$ cat src/rtl/pdp11_mem_arbiter.sv
// pdp11_mem_arbiter: shares the single-ported PDP-11 memory between the
// instruction-fetch stage and the execute-stage data access. The block turns
// byte addresses into word accesses with byte lanes, reports odd-address word
// accesses as bus errors and discards fetches cancelled by a taken branch.
// Arbitration happens only in IDLE, so after every ack there is one IDLE
// cycle in which both requesters' fresh requests are visible.
module pdp11_mem_arbiter #(
    parameter int MEM_LATENCY  = 2,
    parameter int STARVE_LIMIT = 4
) (
    input  logic        clk,
    input  logic        reset_n,
    input  logic        flush,
    input  logic        if_req,
    input  logic [15:0] if_addr,
    output logic        if_ack,
    output logic [15:0] if_rdata,
    output logic        if_err,
    input  logic        d_req,
    input  logic        d_we,
    input  logic        d_byte,
    input  logic [15:0] d_addr,
    input  logic [15:0] d_wdata,
    output logic        d_ack,
    output logic [15:0] d_rdata,
    output logic        d_err,
    output logic        mem_en,
    output logic        mem_we,
    output logic [1:0]  mem_be,
    output logic [14:0] mem_addr,
    output logic [15:0] mem_wdata,
    input  logic [15:0] mem_rdata,
    output logic        busy,
    output logic        owner
);

    localparam logic [2:0] LAT  = 3'(MEM_LATENCY);
    localparam logic [3:0] SLIM = 4'(STARVE_LIMIT);

    typedef enum logic [1:0] {S_IDLE, S_ACCESS, S_RESP, S_ERR} state_t;

    state_t      state_q, state_d;
    logic [2:0]  lat_q, lat_d;
    logic [3:0]  starve_q, starve_d;
    logic        cancel_q, cancel_d;   // in-flight fetch was flushed
    logic        own_q, own_d;         // 0 = fetch, 1 = data
    logic        byte_q, byte_d;
    logic        lo_q, lo_d;           // byte address bit 0 of the access
    logic        if_ack_q, if_ack_d, if_err_q, if_err_d;
    logic [15:0] if_rdata_q, if_rdata_d;
    logic        d_ack_q, d_ack_d, d_err_q, d_err_d;
    logic [15:0] d_rdata_q, d_rdata_d;
    logic        mem_en_q, mem_en_d, mem_we_q, mem_we_d;
    logic [1:0]  mem_be_q, mem_be_d;
    logic [14:0] mem_addr_q, mem_addr_d;
    logic [15:0] mem_wdata_q, mem_wdata_d;
    logic        busy_q, busy_d, owner_q, owner_d;

    logic        fetch_ok, pick_data, g_byte;
    logic [15:0] g_addr, g_wdata;

    // State and registered outputs; everything clears on reset
    always_ff @(posedge clk) begin
        if (!reset_n) begin
            state_q     <= S_IDLE;
            lat_q       <= '0;
            starve_q    <= '0;
            cancel_q    <= 1'b0;
            own_q       <= 1'b0;
            byte_q      <= 1'b0;
            lo_q        <= 1'b0;
            if_ack_q    <= 1'b0;
            if_err_q    <= 1'b0;
            if_rdata_q  <= '0;
            d_ack_q     <= 1'b0;
            d_err_q     <= 1'b0;
            d_rdata_q   <= '0;
            mem_en_q    <= 1'b0;
            mem_we_q    <= 1'b0;
            mem_be_q    <= '0;
            mem_addr_q  <= '0;
            mem_wdata_q <= '0;
            busy_q      <= 1'b0;
            owner_q     <= 1'b0;
        end else begin
            state_q     <= state_d;
            lat_q       <= lat_d;
            starve_q    <= starve_d;
            cancel_q    <= cancel_d;
            own_q       <= own_d;
            byte_q      <= byte_d;
            lo_q        <= lo_d;
            if_ack_q    <= if_ack_d;
            if_err_q    <= if_err_d;
            if_rdata_q  <= if_rdata_d;
            d_ack_q     <= d_ack_d;
            d_err_q     <= d_err_d;
            d_rdata_q   <= d_rdata_d;
            mem_en_q    <= mem_en_d;
            mem_we_q    <= mem_we_d;
            mem_be_q    <= mem_be_d;
            mem_addr_q  <= mem_addr_d;
            mem_wdata_q <= mem_wdata_d;
            busy_q      <= busy_d;
            owner_q     <= owner_d;
        end
    end

    // Arbitration, sequencing and next values of every registered output
    always_comb begin
        state_d     = state_q;
        lat_d       = lat_q;
        starve_d    = starve_q;
        cancel_d    = cancel_q;
        own_d       = own_q;
        byte_d      = byte_q;
        lo_d        = lo_q;
        if_ack_d    = 1'b0;
        if_err_d    = 1'b0;
        if_rdata_d  = '0;
        d_ack_d     = 1'b0;
        d_err_d     = 1'b0;
        d_rdata_d   = '0;
        mem_en_d    = 1'b0;
        mem_we_d    = mem_we_q;
        mem_be_d    = mem_be_q;
        mem_addr_d  = mem_addr_q;
        mem_wdata_d = mem_wdata_q;
        fetch_ok    = if_req & ~flush;
        pick_data   = d_req & ~(fetch_ok & (starve_q == SLIM));
        g_addr      = pick_data ? d_addr : if_addr;
        g_byte      = pick_data & d_byte;
        g_wdata     = g_byte ? {d_wdata[7:0], d_wdata[7:0]} : d_wdata;

        case (state_q)
            S_IDLE: begin
                // Count data wins over a waiting fetch; anything else clears
                if (fetch_ok && pick_data)
                    starve_d = (starve_q == 4'hF) ? starve_q : starve_q + 4'd1;
                else
                    starve_d = '0;
                if (fetch_ok || d_req) begin
                    own_d    = pick_data;
                    byte_d   = g_byte;
                    lo_d     = g_addr[0];
                    cancel_d = 1'b0;
                    if (g_addr[0] && !g_byte) begin
                        state_d  = S_ERR;
                        d_ack_d  = pick_data;
                        d_err_d  = pick_data;
                        if_ack_d = ~pick_data;
                        if_err_d = ~pick_data;
                    end else begin
                        state_d     = S_ACCESS;
                        lat_d       = '0;
                        mem_en_d    = 1'b1;
                        mem_we_d    = pick_data & d_we;
                        mem_be_d    = !g_byte ? 2'b11 : (g_addr[0] ? 2'b10 : 2'b01);
                        mem_addr_d  = g_addr[15:1];
                        mem_wdata_d = g_wdata;
                    end
                end
            end
            S_ACCESS: begin
                // A flush seen by the edge that loads if_ack still suppresses it
                if (!own_q && flush) cancel_d = 1'b1;
                if (lat_q == LAT) begin
                    state_d = S_RESP;
                    if (own_q) begin
                        d_ack_d   = 1'b1;
                        d_rdata_d = !byte_q ? mem_rdata :
                                    {8'h00, lo_q ? mem_rdata[15:8] : mem_rdata[7:0]};
                    end else begin
                        if_ack_d   = ~(cancel_q | flush);
                        if_rdata_d = mem_rdata;
                    end
                end else begin
                    lat_d = lat_q + 3'd1;
                end
            end
            default: state_d = S_IDLE;   // RESP and ERR last one cycle
        endcase

        busy_d  = (state_d != S_IDLE);
        owner_d = (state_d != S_IDLE) & own_d;
    end

    assign if_ack    = if_ack_q;
    assign if_rdata  = if_rdata_q;
    assign if_err    = if_err_q;
    assign d_ack     = d_ack_q;
    assign d_rdata   = d_rdata_q;
    assign d_err     = d_err_q;
    assign mem_en    = mem_en_q;
    assign mem_we    = mem_we_q;
    assign mem_be    = mem_be_q;
    assign mem_addr  = mem_addr_q;
    assign mem_wdata = mem_wdata_q;
    assign busy      = busy_q;
    assign owner     = owner_q;

endmodule

$ cat config.mk
export PLATFORM = sky130hd
export DESIGN_NAME = pdp11_mem_arbiter
export DESIGN_NICKNAME = d
export VERILOG_FILES = /design/src/rtl/pdp11_mem_arbiter.sv
export SDC_FILE = /design/constraint.sdc
export NUM_CORES = 1
export LEC_CHECK = 0
export BUFFER_PORTS_ARGS = -buffer_cell sky130_fd_sc_hd__buf_2
export CORE_ASPECT_RATIO = 1.4
export CORE_UTILIZATION = 47
export DETAILED_ROUTE_END_ITERATION = 12
export GPL_TIMING_DRIVEN = 0
export PLACE_DENSITY_LB_ADDON = 0.15
export SKIP_CTS_REPAIR_TIMING = 1
export SYNTH_ARGS = -nofsm -noshare
export SYNTH_HDL_FRONTEND = slang
export SYNTH_SLANG_ARGS = --single-unit
export TNS_END_PERCENT = 10
$ cat constraint.sdc
create_clock -name clk -period 2.4 [get_ports clk]
set_input_delay 0.24 -clock clk [delete_from_list [all_inputs] [get_ports clk]]
set_output_delay 0.24 -clock clk [all_outputs]
set_load 0.03 [all_outputs]
==> results of run 1 <==
state kept, by name (all words and copies together), names as in the netlist:
name,count
d_rdata,16
if_rdata,16
mem_wdata,16
mem_addr,15
starve_q,4
lat_q,3
mem_be,2
state_q,2
busy,1
byte_q,1
cancel_q,1
d_ack,1
d_err,1
if_ack,1
if_err,1
lo_q,1
mem_en,1
mem_we,1
own_q,1
owner,1
cell type report:
| type | count | area, um2 | share of cell area |
|---|---|---|---|
| well taps | 95 | 119 | 0.0271 |
| flip-flops and latches | 86 | 1720 | 0.393 |
| repair buffers | 141 | 706 | 0.161 |
| multi-input cells | 187 | 1500 | 0.343 |
| plain buffers | 15 | 104 | 0.0237 |
| inverters | 7 | 26.3 | 0.00600 |
| clock buffers | 11 | 131 | 0.0300 |
| clock inverters | 4 | 72.6 | 0.0166 |
power breakdown:
part | internal [mW] | switching, mW | leakage, nW
Sequential | 1.49 | 0.0415 | 0.700
Combinational | 0.189 | 0.312 | 1.26
Clock | 0.580 | 0.476 | 0.0994
Total | 2.26 | 0.830 | 2.06
layer usage:
metal,share of wire,GRT usage
met1,0.41,0.223
met2,0.51,0.350
met3,0.070,0.0503
met4,0.017,0.0991
met5,0,0
final timing paths:
kind | startpoint | to | slack (ns) | depth (start not counted)
max reg2reg | starve_q[0] | mem_wdata[4] | 0.52 | 7
min | mem_rdata[7] | if_rdata[7] | 0.11 | 2
min reg2reg | mem_wdata[10] | mem_wdata[10] | 0.47 | 1
max | starve_q[0] | mem_wdata[4] | 0.52 | 7
Yosys cell counts, drive strengths merged:
master | instances | area (um2)
and3 | 1 | 6.26
nand3b | 2 | 18.8
xor2 | 1 | 8.76
nor2 | 5 | 21.3
o2111ai | 1 | 8.76
a22oi | 1 | 7.51
or3 | 1 | 6.26
o21a | 3 | 22.5
ha | 4 | 50.1
a32o | 1 | 10.0
a21boi | 2 | 15.0
o21ai | 9 | 67.6
and2 | 24 | 150
o31ai | 1 | 7.51
nand3 | 10 | 50.1
a22o | 8 | 70.1
nand4 | 3 | 33.8
o2bb2ai | 23 | 327
nor3 | 6 | 35.0
a21oi | 18 | 90.1
clkinv | 1 | 3.75
a31o | 3 | 26.3
nor2b | 4 | 25.0
o221a | 1 | 11.3
a31oi | 3 | 48.8
buf | 12 | 92.6
clkbuf | 3 | 11.3
and2b | 1 | 7.51
a32oi | 1 | 8.76
and3b | 2 | 21.3
dfxtp | 86 | 1720
nand2b | 2 | 15.0
nand2 | 19 | 71.3
a211oi | 3 | 22.5
or4 | 1 | 7.51
mux2i | 23 | 230
inv | 6 | 22.5
worst max-delay path: stages (launching register included):
cell     delay, ns
dfxtp_1       0.38
inv_1         0.08
ha_1          0.22
and3b_4       0.22
a31oi_4       0.27
a31oi_4       0.19
buf_6         0.19
a22o_1        0.22
cells by family (layout without fill, tap and decap cells):
logic type | count (synthesis) | after routing | synth area share
xor+xnor | 1 | 1 | 0.00261
buf+inv | 22 | 178 | 0.0388
compound gates | 78 | 78 | 0.222
mux | 23 | 23 | 0.0687
fa+ha+maj | 4 | 4 | 0.0149
flops | 86 | 86 | 0.513
simple gates | 81 | 81 | 0.140
per-stage QoR:
| stage | instance area (um2) | hold slack [ns] | instances | util | power, mW |
|---|---|---|---|---|---|
| floorplan | 3350 | 0.362 | 295 | - | 1.90 |
| global route | 4380 | 0.109 | 546 | 0.632 | 3.22 |
| global placement | 4180 | 0.442 | 531 | 0.602 | 2.06 |
| CTS | 4380 | 0.0995 | 546 | 0.632 | 3.12 |
| finish | 4380 | 0.114 | 546 | 0.632 | 3.09 |
| detailed placement | 4180 | 0.450 | 531 | 0.602 | 2.07 |
layout by cell type, fill, tap and decap left out, types with 2 or more instances in the layout:
cell,netlist,routed
buf_2,5,146
nand4_1,2,2
and2_1,24,24
o21a_1,3,3
clkbuf_8,0,9
a31o_1,2,2
nand3_1,10,10
nand2_1,19,19
inv_1,5,5
o21ai_4,2,2
a31oi_4,2,2
bufinv_16,0,2
buf_6,5,5
a211oi_1,3,3
clkbuf_1,3,5
o2bb2ai_2,20,20
a21boi_0,2,2
nor3_1,5,5
a21oi_1,18,18
o2bb2ai_1,3,3
dfxtp_1,86,86
nor2b_1,4,4
o21ai_0,6,6
nor2_1,4,4
a22o_1,8,8
mux2i_1,23,23
ha_1,4,4
==> impl_metrics.py, run 1 <==
metrics = {
    "timing": {
        "tns_ns": 0,
        "rsz0062_at_grt": "false",
        "period_minus_slack_ns": 1.88,
        "setup_viol": 0,
        "period_share": 0.783,
        "max_freq_mhz": 532,
        "finClkSkew_ns": 0.00801,
        "finalHoldViolations": 0,
        "postLayoutSetupSlackWorst_ns": 0.520,
        "slew_viol_final": 0,
        "worst_slew_pin_slew_ns": 0.504,
        "slew-limit-headroom": 0.662,
    },
    "global_routing": {
        "antenna_found_initial": 0,
        "grt-ovfl-total": 0,
        "grt_pass1_vias": 2596,
        "globalRouteTotalUtil": 0.200,
        "grt_max_degree": 14,
        "grt_pass1_wl_um": 11500,
    },
    "final_layout": {
        "syn_to_final_growth_pct": 30.7,
        "num_antenna_cells": 0,
        "drive_gt1_frac": 0.439,
        "nFillCells": 620,
        "nets": 522,
    },
    "routing": {
        "final_antenna_net_count": 0,
        "wl_per_cell_um": 13.4,
        "drc": 0,
        "drt-initial-drc-count": 90,
        "drtPass1Iterations": 6,
        "wl_um": 7310,
        "vias": 2781,
        "viasPerCell": 5.09,
    },
    "power_and_ir_drop": {
        "leakage_nw": 2.06,
        "powerDensity_nw_per_um2": 706,
        "irDropWorstVdd_mv": 0.425,
    },
    "clock_network": {
        "clock_path_buffers": 2,
        "clk_pin_slew_worst_paths_ns": 0.08,
        "cts_buffers": 9,
        "cts_tree": "done",
        "ctsRootBufferMaster": "clkbuf_8",
        "clkSinkCount": 86,
        "insertion_delay_ns": 0.34,
        "cts_htree_levels": 3,
    },
    "setup_path": {
        "critical_path.max_fanout": 10,
        "end_kind": "flop",
        "critPathKind": "flop to flop",
        "crit_path_start_kind": "flop",
        "cp_data_required_time_ns": 2.63,
        "critPathArrivalTime_ns": 2.11,
    },
    "die": {
        "core_um2": 6940,
        "die_x_um": 73.4,
        "fp.dieH_um": 102,
        "ioPinCount": 144,
        "die_area_um2": 7480,
        "start_util": 0.483,
        "row_count": 36,
    },
    "flow_run": {
        "drv_cap": 0,
    },
    "logic_synthesis": {
        "ys_warn_count": 0,
        "yosysSeqAreaShare": 0.513,
        "syn_nets": 370,
        "ys_types": 52,
        "syn-instance-count": 295,
        "avgSynthCellArea_um2": 11.4,
        "synth_area_um2": 3350,
        "ys_seq_elements": 86,
    },
    "outcome": {
        "status": "completed",
    },
    "placement": {
        "dp_slack_ns": 0.490,
        "place.gp.congestion": 0.816,
        "dp_hpwl_um": 5600,
        "portBuffers": 141,
    },
    "hold_path": {
        "hold_path_class": "primary input to flop",
    },
}
(Power assumes the default switching activity.)
==> inputs of run 2 (changes only) <==
==> constraint.sdc (replaced) <==
create_clock -name clk -period 1.8 [get_ports clk]
set_input_delay 0.18 -clock clk [delete_from_list [all_inputs] [get_ports clk]]
set_output_delay 0.18 -clock clk [all_outputs]
set_load 0.03 [all_outputs]
==> impl_metrics.py, run 2 (synthesis results as in run 1) <==
metrics = {
    "routing": {
        "wl_um": 7350,
        "drtPass1Iterations": 4,
        "drc": 0,
        "drt-initial-drc-count": 62,
        "wl_per_cell_um": 13.2,
        "vias": 2794,
        "final_antenna_net_count": 0,
        "viasPerCell": 5.03,
    },
    "clock_network": {
        "clock_path_buffers": 2,
        "ctsRootBufferMaster": "clkbuf_8",
        "clkSinkCount": 86,
        "cts_buffers": 9,
        "cts_htree_levels": 3,
        "clk_pin_slew_worst_paths_ns": 0.08,
        "insertion_delay_ns": 0.34,
        "cts_tree": "done",
    },
    "global_routing": {
        "antenna_found_initial": 0,
        "grt_max_degree": 14,
        "grtUsageMet3": 0.0503,
        "grt_pass1_wl_um": 11500,
        "globalRouteTotalUtil": 0.200,
        "busiest_layer": "met2",
        "grt-ovfl-total": 0,
        "grt_pass1_vias": 2596,
        "grt_util_met1": 0.223,
        "met2_usage": 0.350,
    },
    "final_layout": {
        "fin_util": 0.648,
        "drive_gt1_frac": 0.463,
        "multi_input_area_um2": 1520,
        "final_area_um2": 4500,
        "finalNonFillerCells": 555,
        "nFillCells": 605,
        "num_antenna_cells": 0,
        "mostFrequentLayoutCells": "143 x buf_2, 84 x dfxtp_1, 24 x and2_1",
        "mostFrequentLayoutCell": "buf_2",
        "syn_to_final_growth_pct": 34.1,
        "ff_latch_area_um2": 1720,
        "nets": 531,
    },
    "placement": {
        "dp_slack_ns": -0.110,
        "portBuffers": 141,
        "place.gp.congestion": 0.816,
        "dp_cells": 531,
        "dp_hpwl_um": 5600,
        "dpl-instance-area_um2": 4180,
    },
    "setup_path": {
        "crit_start": "starve_q[0]",
        "crit_path_start_kind": "flop",
        "critPathArrivalTime_ns": 1.99,
        "critical_path.max_fanout": 10,
        "critPathKind": "flop to flop",
        "end_kind": "flop",
        "r2r_start": "starve_q[0]",
        "cp_data_required_time_ns": 2.04,
    },
    "die": {
        "die_area_um2": 7480,
        "fp.dieH_um": 102,
        "core_um2": 6940,
        "die_x_um": 73.4,
        "ioPinCount": 144,
        "row_count": 36,
        "start_util": 0.483,
    },
    "timing": {
        "postLayoutSetupSlackWorst_ns": 0.0511,
        "period_minus_slack_ns": 1.75,
        "slew-limit-headroom": 0.650,
        "setup_viol": 0,
        "holdWs_ns": 0.0501,
        "max_freq_mhz": 572,
        "worst_slew_pin_slew_ns": 0.522,
        "period_share": 0.972,
        "finClkSkew_ns": 0.00707,
        "finalHoldViolations": 0,
        "tns_ns": 0,
        "rsz0062_at_grt": "true",
        "slew_viol_final": 0,
    },
    "power_and_ir_drop": {
        "irDropWorstVdd_mv": 0.571,
        "seq_power_share": 0.493,
        "p_switching_mw": 1.12,
        "powerDensity_nw_per_um2": 923,
        "fin_total_pwr_mw": 4.15,
        "p_clk_frac": 0.340,
        "p_sw_frac": 0.269,
        "leakage_nw": 2.11,
        "pwr-share-comb": 0.167,
        "intPower_mw": 3.03,
    },
    "hold_path": {
        "hold_path_class": "primary input to flop",
        "min_from": "mem_rdata[7]",
    },
    "outcome": {
        "status": "completed",
    },
    "flow_run": {
        "drv_cap": 0,
    },
}
[run 2: cell types whose count changed in the layout (fill, tap and decap cells not counted), moves of 2 or more]
| cell | previous run | this run |
|---|---|---|
| dfxtp_2 | 0 | 2 |
| buf_6 | 5 | 8 |
| dfxtp_1 | 86 | 84 |
| buf_2 | 146 | 143 |
| buf_4 | 1 | 9 |
[run 2: final timing paths]
| path | slack [ns] | cells past startpoint | endpoint |
|---|---|---|---|
| setup / recovery | 0.05 | 7 | mem_wdata[4] |
| hold / removal | 0.05 | 2 | if_rdata[7] |
| setup reg to reg | 0.05 | 7 | mem_wdata[4] |
| hold reg to reg | 0.47 | 1 | mem_wdata[10] |
[run 2: final cells by class]
cell class,instances,share of cell area
repair buffers,150,0.172
inverters,7,0.00640
multi-input cells,187,0.339
clock buffers,11,0.0292
well taps,95,0.0264
flip-flops and latches,86,0.384
clock inverters,4,0.0161
plain buffers,15,0.0276
[run 2: layer usage]
| metal | up-vias | wire, um |
|---|---|---|
| li1 | 1381 | - |
| met2 | 114 | 3720 |
| met3 | 12 | 526 |
| met1 | 1287 | 2950 |
| met4 | 0 | 150 |
| met5 | - | 0 |
[run 2: critical path, stage by stage, from the launching register on]
cell and delay [ns]:
dfxtp_2 0.36, inv_1 0.06, ha_2 0.18, and3b_4 0.21, a31oi_4 0.25, a31oi_4 0.18
buf_6 0.18, a22o_1 0.23
[run 2: power groups by stage]
stage / Combinational, mW / Clock, mW / Sequential [mW]
global placement: 0.664 / 0 / 2.09
floorplan: 0.298 / 0 / 2.23
detailed placement: 0.674 / 0 / 2.09
global route: 0.744 / 1.51 / 2.06
CTS: 0.674 / 1.44 / 2.05
finish: 0.691 / 1.41 / 2.05
==> inputs of run 3 (changes only) <==
--- a/config.mk
+++ b/config.mk
@@ -6,11 +6,11 @@
 export NUM_CORES = 1
 export LEC_CHECK = 0
 export BUFFER_PORTS_ARGS = -buffer_cell sky130_fd_sc_hd__buf_2
-export CORE_ASPECT_RATIO = 1.4
+export CORE_ASPECT_RATIO = 0.8
 export CORE_UTILIZATION = 47
 export DETAILED_ROUTE_END_ITERATION = 12
 export GPL_TIMING_DRIVEN = 0
-export PLACE_DENSITY_LB_ADDON = 0.15
+export PLACE_DENSITY = 0.78
 export SKIP_CTS_REPAIR_TIMING = 1
 export SYNTH_ARGS = -nofsm -noshare
 export SYNTH_HDL_FRONTEND = slang
==> impl_metrics.py, run 3 (synthesis results as in run 1) <==
metrics = {
    "setup_path": {
        "r2r_start": "starve_q[1]",
        "crit_path_frequent_cell": "a31oi_4",
        "reg2reg_slack_ns": 0.06,
        "reg2reg_depth": 7,
        "critical_path.max_fanout": 8,
        "path_cells": "inv_2, ha_4, and3b_4, a31oi_4, a31oi_4, buf_6, a22o_1",
        "critPathKind": "flop to flop",
        "rr_endpoint": "mem_wdata[6]",
        "critPathArrivalTime_ns": 2.00,
        "cp_data_required_time_ns": 2.05,
        "critPathMaxStageDelay_ns": 0.37,
        "crit_slowest_cell": "dfxtp_2",
        "end_kind": "flop",
        "crit_path_start_kind": "flop",
    },
    "timing": {
        "postLayoutSetupSlackWorst_ns": 0.0598,
        "slew-limit-headroom": 0.665,
        "finalHoldViolations": 0,
        "worst_slew_pin_slew_ns": 0.498,
        "period_minus_slack_ns": 1.74,
        "period_share": 0.967,
        "finClkSkew_ns": 0.00776,
        "setup_viol": 0,
        "rsz0062_at_grt": "true",
        "max_freq_mhz": 575,
        "slew_viol_final": 0,
    },
    "hold_path": {
        "hold_depth": 2,
        "hold_path_class": "primary input to flop",
        "min_to": "if_rdata[5]",
        "min_from": "mem_rdata[5]",
    },
    "die": {
        "core_um2": 6890,
        "die_area_um2": 7480,
        "row_count": 27,
        "die_x_um": 96.4,
        "fp.dieH_um": 77.6,
        "ioPinCount": 144,
        "start_util": 0.487,
    },
    "global_routing": {
        "grt-ovfl-total": 0,
        "antenna_found_initial": 0,
        "grt_pass1_wl_um": 12600,
        "grt_max_degree": 17,
        "globalRouteTotalUtil": 0.219,
        "grt_pass1_vias": 2574,
        "busiest_layer": "met2",
        "grtUsageMet3": 0.0676,
        "grt_util_met1": 0.275,
        "met2_usage": 0.356,
    },
    "final_layout": {
        "multi_input_area_um2": 1540,
        "syn_to_final_growth_pct": 33.4,
        "mostFrequentLayoutCell": "buf_2",
        "mostFrequentLayoutCells": "144 x buf_2, 84 x dfxtp_1, 24 x and2_1",
        "fin_util": 0.649,
        "nets": 529,
        "finalNonFillerCells": 546,
        "ff_latch_area_um2": 1720,
        "num_antenna_cells": 0,
        "drive_gt1_frac": 0.473,
        "nFillCells": 582,
    },
    "routing": {
        "drt-initial-drc-count": 132,
        "viasPerCell": 5.17,
        "vias": 2822,
        "wl_per_cell_um": 14.9,
        "final_antenna_net_count": 0,
        "drtPass1Iterations": 4,
        "drc": 0,
        "wl_um": 8140,
    },
    "clock_network": {
        "clk_pin_slew_worst_paths_ns": 0.09,
        "cts_buffers": 9,
        "insertion_delay_ns": 0.35,
        "clock_path_buffers": 2,
        "ctsRootBufferMaster": "clkbuf_8",
        "cts_htree_levels": 3,
        "cts_tree": "done",
        "clkSinkCount": 86,
    },
    "placement": {
        "place.gp.congestion": 0.816,
        "dp_hpwl_um": 6050,
        "dp_slack_ns": -0.0710,
        "dp_cells": 523,
        "portBuffers": 141,
    },
    "power_and_ir_drop": {
        "powerDensity_nw_per_um2": 927,
        "leakage_nw": 2.11,
        "irDropWorstVdd_mv": 0.475,
    },
    "flow_run": {
        "drv_cap": 0,
    },
    "outcome": {
        "status": "completed",
    },
}
[run 3: cell count changes in the layout (fill, tap and decap cells not counted), sizes merged]
cell | previous run | this run
inv | 6 | 9
clkinv | 2 | 3
clkbuf | 15 | 14
bufinv | 2 | 1
buf | 161 | 158
[run 3: critical path, delay by kind of cell (launching register included)]
family / cells / cell delay, ns
fa+ha+maj: 1 / 0.15
buf+inv: 2 / 0.24
simple gates: 1 / 0.21
flops: 1 / 0.37
compound gates: 3 / 0.68
[run 3: power breakdown]
group	switching (mW)	internal, mW
registers	0.0584	1.99
clock network	0.738	0.661
logic	0.430	0.267
total	1.23	2.92
[run 3: how the worst max path moves through the flow]
stage / startpoint / end / slack (ns) / cells past startpoint
after floorplan: starve_q[0] / mem_wdata[4] / 0.09 / 7
after global placement: starve_q[0] / mem_wdata[5] / -0.04 / 7
after detailed placement: starve_q[0] / mem_wdata[5] / -0.07 / 7
after CTS: starve_q[0] / mem_wdata[5] / -0.1 / 7
after global routing: starve_q[1] / mem_wdata[6] / -0.01 / 7
final: starve_q[1] / mem_wdata[6] / 0.06 / 7
[run 3: stage by stage]
stage,hold WS [ns],setup TNS [ns],total power [mW],instance area [um2]
after floorplan,0.302,0,2.53,3350
after global placement,0.403,-0.165,2.75,4170
after detailed placement,0.407,-0.918,2.77,4170
after CTS,0.0335,-1.72,4.15,4370
after global routing,0.0317,-0.0118,4.32,4470
final,0.0430,0,4.15,4470
[run 3: metal layers]
| metal | part of all wire | wire length [um] |
|---|---|---|
| met1 | 0.44 | 3540 |
| met2 | 0.46 | 3770 |
| met3 | 0.089 | 725 |
| met4 | 0.012 | 97 |
| met5 | 0 | 0 |
[run 3: final cells by class]
type,instances,area share
sequential,86,0.385
clock buffer,9,0.0277
clock inverter,7,0.0179
timing repair buffer,148,0.170
multi-input combinational,187,0.344
tap,87,0.0243
buffer,15,0.0246
inverter,7,0.00587
